## config.mk

```make
export PLATFORM = sky130hd
export DESIGN_NAME = lmdpl_dr_capture
export DESIGN_NICKNAME = d
export VERILOG_FILES = /design/src/rtl/lmdpl_dr_capture.sv
export SDC_FILE = /design/constraint.sdc
export NUM_CORES = 1
export LEC_CHECK = 0
export ABC_AREA = 1
export CELL_PAD_IN_SITES_DETAIL_PLACEMENT = 1
export CELL_PAD_IN_SITES_GLOBAL_PLACEMENT = 2
export CORE_ASPECT_RATIO = 1.1
export CORE_UTILIZATION = 25
export DETAILED_ROUTE_END_ITERATION = 16
export GPL_ROUTABILITY_DRIVEN = 0
export PLACE_DENSITY = 0.78
export SLEW_MARGIN = 20
export SYNTH_ARGS = -nofsm -noshare
export SYNTH_HDL_FRONTEND = slang
export SYNTH_SLANG_ARGS = --single-unit
```

## constraint.sdc

```tcl
create_clock -name clk -period 1.3 [get_ports clk]
set_clock_uncertainty 0.15 [all_clocks]
set_input_delay 0.195 -clock clk [delete_from_list [all_inputs] [get_ports clk]]
set_output_delay 0.195 -clock clk [all_outputs]
set_load 0.03 [all_outputs]
```

## src/rtl/lmdpl_dr_capture.sv

```systemverilog
// Receive-side endpoint for LMDPL dual-rail gate networks: sequences precharge/evaluate,
// captures the resolved true rails as a single-rail word and flags protocol violations.
module lmdpl_dr_capture #(
   parameter int WIDTH        = 8,
   parameter int PRE_CYCLES   = 2,
   parameter int EVAL_TIMEOUT = 4
) (
   input  logic             clk,
   input  logic             rst,
   input  logic             start_i,
   input  logic [WIDTH-1:0] dr_t_i,
   input  logic [WIDTH-1:0] dr_f_i,
   output logic             pre_o,
   output logic             eval_o,
   output logic             busy_o,
   output logic [WIDTH-1:0] q_o,
   output logic             valid_o,
   output logic             err_o,
   output logic [1:0]       err_code_o
);

   typedef enum logic [1:0] {
      ST_IDLE = 2'd0,
      ST_PRE  = 2'd1,
      ST_EVAL = 2'd2
   } state_e;

   localparam logic [3:0] PRE_LAST  = 4'(PRE_CYCLES - 1);
   localparam logic [3:0] EVAL_LAST = 4'(EVAL_TIMEOUT - 1);

   localparam logic [1:0] ERR_NONE  = 2'b00;
   localparam logic [1:0] ERR_PRE   = 2'b01;
   localparam logic [1:0] ERR_CLASH = 2'b10;
   localparam logic [1:0] ERR_TMO   = 2'b11;

   function automatic logic rails_quiet(input logic [WIDTH-1:0] t, input logic [WIDTH-1:0] f);
      return ~|(t | f);
   endfunction

   function automatic logic rails_complete(input logic [WIDTH-1:0] t, input logic [WIDTH-1:0] f);
      return &(t ^ f);
   endfunction

   function automatic logic rails_clash(input logic [WIDTH-1:0] t, input logic [WIDTH-1:0] f);
      return |(t & f);
   endfunction

   state_e           state_q;
   logic [3:0]       cnt_q;
   logic [3:0]       cnt_d;
   logic             pre_q;
   logic             eval_q;
   logic             busy_q;
   logic [WIDTH-1:0] q_q;
   logic             valid_q;
   logic             err_q;
   logic [1:0]       err_code_q;
   logic             quiet_s;
   logic             complete_s;
   logic             clash_s;

   assign cnt_d      = cnt_q + 4'd1;
   assign quiet_s    = rails_quiet(dr_t_i, dr_f_i);
   assign complete_s = rails_complete(dr_t_i, dr_f_i);
   assign clash_s    = rails_clash(dr_t_i, dr_f_i);

   // Transaction FSM; every output is a register updated alongside the state.
   always_ff @(posedge clk or posedge rst) begin
      if (rst) begin
         state_q    <= ST_IDLE;
         cnt_q      <= 4'd0;
         pre_q      <= 1'b1;
         eval_q     <= 1'b0;
         busy_q     <= 1'b0;
         q_q        <= {WIDTH{1'b0}};
         valid_q    <= 1'b0;
         err_q      <= 1'b0;
         err_code_q <= ERR_NONE;
      end else begin
         valid_q <= 1'b0;
         err_q   <= 1'b0;
         case (state_q)
            ST_IDLE: begin
               if (start_i) begin
                  state_q    <= ST_PRE;
                  cnt_q      <= 4'd0;
                  err_code_q <= ERR_NONE;
                  busy_q     <= 1'b1;
               end else begin
                  busy_q <= 1'b0;
               end
               pre_q  <= 1'b1;
               eval_q <= 1'b0;
            end
            ST_PRE: begin
               if (cnt_q == PRE_LAST) begin
                  if (quiet_s) begin
                     state_q <= ST_EVAL;
                     cnt_q   <= 4'd0;
                     pre_q   <= 1'b0;
                     eval_q  <= 1'b1;
                  end else begin
                     state_q    <= ST_IDLE;
                     busy_q     <= 1'b0;
                     err_q      <= 1'b1;
                     err_code_q <= ERR_PRE;
                  end
               end else begin
                  cnt_q <= cnt_d;
               end
            end
            ST_EVAL: begin
               // Clash outranks completion: a word with any 11 pair is never captured.
               if (clash_s) begin
                  state_q    <= ST_IDLE;
                  err_q      <= 1'b1;
                  err_code_q <= ERR_CLASH;
               end else if (complete_s) begin
                  state_q <= ST_IDLE;
                  q_q     <= dr_t_i;
                  valid_q <= 1'b1;
               end else if (cnt_q == EVAL_LAST) begin
                  state_q    <= ST_IDLE;
                  err_q      <= 1'b1;
                  err_code_q <= ERR_TMO;
               end else begin
                  cnt_q <= cnt_d;
               end
               if (clash_s || complete_s || (cnt_q == EVAL_LAST)) begin
                  pre_q  <= 1'b1;
                  eval_q <= 1'b0;
                  busy_q <= 1'b0;
               end else begin
                  pre_q  <= 1'b0;
                  eval_q <= 1'b1;
                  busy_q <= 1'b1;
               end
            end
            default: begin
               state_q <= ST_IDLE;
               pre_q   <= 1'b1;
               eval_q  <= 1'b0;
               busy_q  <= 1'b0;
            end
         endcase
      end
   end

   assign pre_o      = pre_q;
   assign eval_o     = eval_q;
   assign busy_o     = busy_q;
   assign q_o        = q_q;
   assign valid_o    = valid_q;
   assign err_o      = err_q;
   assign err_code_o = err_code_q;

endmodule
```

==> impl_metrics.sql, run 1 <==
INSERT INTO impl_metrics (metric_group, metric, value, unit) VALUES
('route', 'remaining_design_rule_violation_count', '0', ''),
('yosys', 'synth.yosys.seq_area_share', '0.355', ''),
('cts', 'cts_root_buf', 'clkbuf_8', ''),
('route', 'drtAntennaViolNets', '0', ''),
('cts', 'clock_latency', '0.26', 'ns'),
('yosys', 'synthDistinctLibCells', '20', ''),
('yosys', 'ys_async_sr_fraction', '1.00', ''),
('floorplan', 'die-area', '0.00625', 'mm2'),
('worst_hold_path', 'timing.hold.worst.class', 'in -> async', ''),
('cells_and_area', 'finalNetCount', '301', ''),
('critical_path', 'timing.critical_path.fanout_max', '5', ''),
('sta', 'whs', '0.100', 'ns'),
('placed_design', 'post-dp-hpwl', '2.95', 'mm'),
('grt', 'grt_overflow', '0', ''),
('yosys', 'number_of_synthesized_flops_with_an_enable_pin', '0', ''),
('route', 'routedWlPerCell', '11.8', 'um'),
('cells_and_area', 'layout-area-overhead-vs-synth', '73.7', '%'),
('critical_path', 'worst_endpoint_data_arrival_time', '1.49', 'ns'),
('cells_and_area', 'final_util', '0.450', ''),
('critical_path', 'cp_top_family', 'flip-flops', ''),
('cts', 'cts_buf_count', '3', ''),
('cells_and_area', 'post_route_cells_drive_above_1_share', '0.680', ''),
('floorplan', 'row_count', '29', ''),
('route', 'vias_per_cell', '4.23', ''),
('yosys', 'yosysWarnings', '0', ''),
('run_status', 'status', 'finished, violations left', ''),
('sta', 'timing.max_slew.rel_slack', '0.839', ''),
('critical_path', 'reg2reg_depth', '10', ''),
('yosys', 'synth.ff_latch_count', '21', ''),
('sta', 'rsz0062_at_grt', 'yes', ''),
('sta', 'finalWorstPathRequiredPeriod', '1.47', 'ns'),
('placed_design', 'portBuffers', '33', ''),
('sta', 'setup-violations-final', '20', ''),
('cells_and_area', 'nFillCells', '712', ''),
('yosys', 'synth_area_per_cell', '7.77', 'um2'),
('sta', 'timing.final.ws_setup', '-0.172', 'ns'),
('sta', 'finalHoldViolations', '0', ''),
('cts', 'cts_htree_levels', '1', ''),
('critical_path', 'worst_setup_path_startpoint', 'state_q[0]', ''),
('floorplan', 'floorplan.initialDensity', '0.259', ''),
('sta', 'achievable-frequency', '0.679', 'GHz'),
('critical_path', 'register_to_register_setup_slack', '-0.17', 'ns'),
('sta', 'final-max-slew-violation-count', '0', ''),
('cts', 'clk_pin_slew', '0.09', 'ns'),
('route', 'detailedRoute.firstIterationViolations', '30', ''),
('cells_and_area', 'final_common_cell', 'buf_4', ''),
('critical_path', 'worstPathBufferInverterCount', '3', ''),
('pwr', 'p_leak', '1.28', 'nW'),
('cells_and_area', 'insertedDiodeCount', '0', ''),
('run_status', 'violations_in_the_final_reports', 'setup timing', ''),
('pwr', 'max-vdd-ir-drop', '555', 'uV'),
('critical_path', 'crit_required', '1.31', 'ns'),
('critical_path', 'crit_path_end_kind', 'flop', ''),
('critical_path', 'regToRegStartpoint', 'state_q[0]', ''),
('flow_run', 'timing.max_cap.violations', '0', ''),
('yosys', 'synth.cell_area', '0.00148', 'mm2'),
('pwr', 'powerDensity', '1100', 'mW/mm2'),
('route', 'drt-pass1-iter-count', '4', ''),
('critical_path', 'r2r-end', 'cnt_q[2]', ''),
('floorplan', 'area_inside_the_core_boundary', '0.00573', 'mm2'),
('grt', 'groute.usage.overall', '0.140', ''),
('cells_and_area', 'final_cell_mix', '38 x buf_4, 31 x nand2_1, 21 x inv_2, 19 x dfrtp_1, 17 x nand2_2', ''),
('critical_path', 'crit_path_max_incr_delay', '0.42', 'ns'),
('grt', 'grt_max_degree', '22', ''),
('cts', 'max-clock-path-buffers', '2', ''),
('yosys', 'syn_nets', '232', ''),
('critical_path', 'critical_path.cell_chain', 'inv_2 -> ha_4 -> inv_4 -> nor2_4 -> nor2_4 -> nand2_2 -> inv_4 -> nand2_4 -> nand2_1 -> nand2_1', ''),
('yosys', 'synth_cells', '191', ''),
('grt', 'wire_length_of_the_first_global_routing_pass', '6.80', 'mm'),
('critical_path', 'worst_path_max_delay_cell', 'dfrtp_2', ''),
('sta', 'final.period_utilization', '1.13', '');
[worst max-delay path by stage]
stage                             to  depth (start not counted)
final                       cnt_q[2]                         10
after floorplan               q_o[6]                          7
after global placement    state_q[1]                         10
after CTS                 state_q[1]                          7
after detailed placement  state_q[1]                         10
after global routing        cnt_q[3]                         10
[synth_stat cells, types with 2 or more instances]
library cell / number / share of area
a21oi_1: 2 / 0.0067
dfrtp_1: 20 / 0.34
ha_1: 22 / 0.19
inv_1: 34 / 0.086
nand2_1: 59 / 0.15
nand2_2: 2 / 0.0084
nand3_1: 12 / 0.040
nor2_1: 18 / 0.046
o21ai_0: 3 / 0.010
o21ai_2: 8 / 0.047
o21bai_1: 2 / 0.010
[metrics by stage]
step                cells  setup TNS, ns  cell area [um2]  worst slack [ns]  total power [mW]
floorplan             191          -1.16             1550           -0.0982              1.48
global placement      327         -14.00             2140            -0.763              1.96
detailed placement    327         -14.72             2140            -0.795              1.98
CTS                   335          -2.46             2560            -0.173              2.82
global route          336          -3.88             2580            -0.253              3.02
finish                336          -2.35             2580            -0.172              2.83
[worst register-to-register path, cell delays in order (launching register included)]
cell,delay [ns]
dfrtp_2,0.42
inv_2,0.08
ha_4,0.17
inv_4,0.06
nor2_4,0.04
nor2_4,0.11
nand2_2,0.09
inv_4,0.09
nand2_4,0.07
nand2_1,0.06
nand2_1,0.04
[timing repair]
action,CTS,global route
pin swaps,33,13
endpoints found under the hold margin,0,0
setup endpoints to repair,22,22
gates cloned,1,0
resized for setup,137,25
buffers inserted,3,1
[logic make-up (layout without fill, tap and decap cells)]
family                   after synthesis  count (layout)  share of synthesized area
AND/OR/NAND/NOR                       94              94                      0.270
buffers and inverters                 36             104                     0.0987
adder cells (fa/ha/maj)               22              22                      0.185
flip-flops                            21              21                      0.355
AO/OA/AOI/OAI                         16              16                     0.0793
XOR/XNOR                               2               2                     0.0118
[flip-flops by register name (all words and copies together) (netlist names)]
register,flops
err_code_o,2
pre_o,1
cnt_q,4
eval_o,1
valid_o,1
state_q,2
busy_o,1
err_o,1
q_o,8
[report_power, final]
group          internal, mW  switching (mW)  leakage, nW
logic                 0.731           0.829        0.976
clock network         0.214           0.230       0.0255
registers             0.752          0.0702        0.284
[area by class of cell]
cell class | count | area, um2 | area share
inverter | 34 | 133 | 0.0515
tap | 77 | 96.3 | 0.0374
clock inverter | 1 | 5.00 | 0.00194
timing repair buffer | 66 | 544 | 0.211
multi-input combinational | 134 | 1230 | 0.477
sequential | 21 | 528 | 0.205
clock buffer | 3 | 41.3 | 0.0160
[layer usage]
metal,routed length [um],global-route usage,part of all wire,vias up
met5,0,0,0,-
met4,38,0.0404,0.0096,0
met3,68,0.0109,0.017,2
met2,2290,0.269,0.58,24
met1,1560,0.156,0.39,679
li1,-,-,-,716
No activity file was read; power rests on OpenSTA's default activity.
==> run 2, diff against run 1 <==
--- a/config.mk
+++ b/config.mk
@@ -9,10 +9,12 @@
 export CELL_PAD_IN_SITES_DETAIL_PLACEMENT = 1
 export CELL_PAD_IN_SITES_GLOBAL_PLACEMENT = 2
 export CORE_ASPECT_RATIO = 1.1
-export CORE_UTILIZATION = 25
+export CORE_UTILIZATION = 32
 export DETAILED_ROUTE_END_ITERATION = 16
+export DONT_BUFFER_PORTS = 1
 export GPL_ROUTABILITY_DRIVEN = 0
-export PLACE_DENSITY = 0.78
+export PLACE_DENSITY = 0.79
+export SKIP_LAST_GASP = 1
 export SLEW_MARGIN = 20
 export SYNTH_ARGS = -nofsm -noshare
 export SYNTH_HDL_FRONTEND = slang
==> impl_metrics.sql, run 2 (synthesized netlist as in run 1, its figures left out) <==
INSERT INTO impl_metrics (metric_group, metric, value, unit) VALUES
('floorplan', 'io-pin-count', '34', ''),
('sta', 'final-max-slew-violation-count', '0', ''),
('cells_and_area', 'nFillCells', '515', ''),
('cells_and_area', 'final_cell_mix', '35 x nand2_1, 19 x dfrtp_1, 19 x buf_4, 17 x inv_1, 15 x nand2_2', ''),
('grt', 'wire_length_of_the_first_global_routing_pass', '6.84', 'mm'),
('placed_design', 'portBuffers', '0', ''),
('pwr', 'p_leak', '1.11', 'nW'),
('cells_and_area', 'largest_register_ff_count', '8', ''),
('cts', 'cts_buf_count', '3', ''),
('grt', 'antenna_violations_before_repair', '0', ''),
('pwr', 'cellInternalPower', '1.52', 'mW'),
('sta', 'achievable-frequency', '0.665', 'GHz'),
('route', 'via_count', '1332', ''),
('worst_hold_path', 'min-delay-start', 'start_i', ''),
('floorplan', 'row_count', '25', ''),
('pwr', 'comb_power_share', '0.469', ''),
('cells_and_area', 'stdcell_area', '0.00217', 'mm2'),
('placed_design', 'placement.cell_area', '0.00178', 'mm2'),
('cells_and_area', 'post_route_cells_drive_above_1_share', '0.489', ''),
('placed_design', 'post-dp-hpwl', '2.99', 'mm'),
('pwr', 'powerDensity', '1200', 'mW/mm2'),
('pwr', 'power_frac_clock', '0.172', ''),
('flow_run', 'timing.max_cap.violations', '0', ''),
('route', 'drt-total-wl', '3.91', 'mm'),
('sta', 'tightestPinTransition', '0.382', 'ns'),
('cts', 'max-clock-path-buffers', '2', ''),
('cells_and_area', 'layout-area-overhead-vs-synth', '46.5', '%'),
('sta', 'final.period_utilization', '1.16', ''),
('critical_path', 'crit_path_start_kind', 'flop', ''),
('grt', 'vias_in_the_first_global_route', '1533', ''),
('cts', 'numClockSinks', '21', ''),
('route', 'remaining_design_rule_violation_count', '0', ''),
('floorplan', 'die-area', '0.00491', 'mm2'),
('pwr', 'net-switching-power', '1.10', 'mW'),
('worst_hold_path', 'hold-path-cell-count', '4', ''),
('cts', 'clock_tree_from_tritoncts', 'done', ''),
('critical_path', 'cp_common_cell', 'nand2_1', ''),
('sta', 'finalHoldViolations', '0', ''),
('critical_path', 'criticalPathCategory', 'reg -> reg', ''),
('cts', 'clock_latency', '0.27', 'ns'),
('critical_path', 'reg2reg_depth', '8', ''),
('critical_path', 'register_to_register_setup_slack', '-0.20', 'ns'),
('critical_path', 'timing.critical_path.fanout_max', '6', ''),
('cells_and_area', 'multi_input_comb_area', '0.00111', 'mm2'),
('cells_and_area', 'final-seq-area', '528', 'um2'),
('cells_and_area', 'final_util', '0.497', ''),
('critical_path', 'regToRegStartpoint', 'cnt_q[1]', ''),
('critical_path', 'crit_path_max_incr_delay', '0.42', 'ns'),
('run_status', 'status', 'finished, violations left', ''),
('route', 'vias_per_cell', '4.81', ''),
('sta', 'setup-violations-final', '21', ''),
('sta', 'finalWorstPathRequiredPeriod', '1.50', 'ns'),
('pwr', 'max-vdd-ir-drop', '388', 'uV'),
('worst_hold_path', 'whs_endpoint', 'busy_o', ''),
('critical_path', 'cp_top_family', 'flip-flops', ''),
('cts', 'cts_root_buf', 'clkbuf_8', ''),
('floorplan', 'die_width', '66.9', 'um'),
('cts', 'clk_pin_slew', '0.09', 'ns'),
('critical_path', 'critical_path.cell_chain', 'inv_1 -> ha_2 -> nand3_4 -> nand2_4 -> o21ai_4 -> o21bai_4 -> nand2_1 -> nand2_1', ''),
('run_status', 'violations_in_the_final_reports', 'setup timing', ''),
('critical_path', 'crit_required', '1.30', 'ns'),
('sta', 'timing.final.ws_setup', '-0.205', 'ns'),
('grt', 'grt_max_degree', '22', ''),
('pwr', 'share_seq_of_total_power', '0.359', ''),
('floorplan', 'area_inside_the_core_boundary', '0.00438', 'mm2'),
('route', 'drt-pass1-iter-count', '3', ''),
('sta', 'timing.max_slew.rel_slack', '0.746', ''),
('cells_and_area', 'insertedDiodeCount', '0', ''),
('critical_path', 'worstPathBufferInverterCount', '1', ''),
('grt', 'grt_overflow', '0', ''),
('cells_and_area', 'final_common_cell', 'nand2_1', ''),
('floorplan', 'die-height', '73.4', 'um'),
('cts', 'cts_htree_levels', '1', ''),
('critical_path', 'r2r-end', 'state_q[0]', ''),
('route', 'detailedRoute.firstIterationViolations', '9', ''),
('sta', 'whs', '0.00283', 'ns'),
('cells_and_area', 'finalNetCount', '265', ''),
('worst_hold_path', 'timing.hold.worst.class', 'in -> reg', ''),
('placed_design', 'preCtsSetupSlack', '-0.389', 'ns'),
('critical_path', 'crit_path_end_kind', 'flop', ''),
('critical_path', 'worst_endpoint_data_arrival_time', '1.51', 'ns'),
('sta', 'rsz0062_at_grt', 'yes', ''),
('grt', 'groute.usage.overall', '0.183', ''),
('route', 'drtAntennaViolNets', '0', ''),
('route', 'routedWlPerCell', '14.1', 'um'),
('floorplan', 'floorplan.initialDensity', '0.339', ''),
('critical_path', 'worst_path_max_delay_cell', 'dfrtp_1', ''),
('pwr', 'switching_share', '0.420', ''),
('sta', 'totalNegativeSetupSlack', '-3.01', 'ns');
## run 2: changes by cell type in the layout (fill, tap and decap cells not counted), moves of 6 or more
cell	previous run	this run
buf_4	38	19
ha_1	0	14
buf_2	9	0
ha_2	10	2
inv_2	21	13
clkdlybuf4s15_2	6	0
ha_4	12	6
inv_1	11	17
## run 2: worst max path at each step
| stage | to | from | cells after the start |
|---|---|---|---|
| final | state_q[0] | cnt_q[1] | 8 |
| after global routing | err_code_o[1] | state_q[0] | 10 |
| after CTS | cnt_q[2] | state_q[0] | 8 |
| after detailed placement | state_q[0] | dr_t_i[7] | 9 |
| after global placement | state_q[0] | dr_t_i[7] | 9 |
| after floorplan | q_o[6] | state_q[0] | 7 |
## run 2: area by class of cell
class                      count  area share
clock buffer                   3      0.0190
clock inverter                 1     0.00230
inverter                      34      0.0644
multi-input combinational    134       0.510
sequential                    21       0.243
tap                           54      0.0311
timing repair buffer          30       0.130
## run 2: worst reg2reg max path: stages (launching register included)
cell      delay, ns
dfrtp_1        0.42
inv_1          0.07
ha_2           0.19
nand3_4        0.08
nand2_4        0.13
o21ai_4        0.08
o21bai_4       0.17
nand2_1        0.06
nand2_1        0.05
## run 2: layer usage
metal	vias to the layer above	routed length [um]	share of wire	GRT usage
li1	646	-	-	-
met1	660	1560	0.40	0.204
met2	21	2200	0.56	0.358
met3	5	112	0.029	0.0248
met4	0	44	0.011	0.0426
met5	-	0	0	0
## run 2: timing repair
action / 4_1_cts / 5_1_grt
hold buffers: 5 / 0
endpoints found under the hold margin: 25 / 0
gates cloned: 0 / 1
setup endpoints to repair: 21 / 21
pin swaps: 15 / 11
resized for setup: 40 / 32
setup buffers: 2 / 1
## run 2: power by group through the flow
stage | clock network [mW] | registers (mW) | logic (mW)
3_5_place_dp | 0 | 0.935 | 0.814
5_1_grt | 0.489 | 0.950 | 1.36
3_3_place_gp | 0 | 0.930 | 0.767
2_1_floorplan | 0 | 0.919 | 0.557
6_report | 0.450 | 0.938 | 1.23
4_1_cts | 0.462 | 0.940 | 1.09
## run 2: metrics by stage
stage | std cells | power [mW]
final | 277 | 2.61
after global routing | 277 | 2.80
after CTS | 276 | 2.49
after detailed placement | 265 | 1.75
after global placement | 265 | 1.70
after floorplan | 191 | 1.48
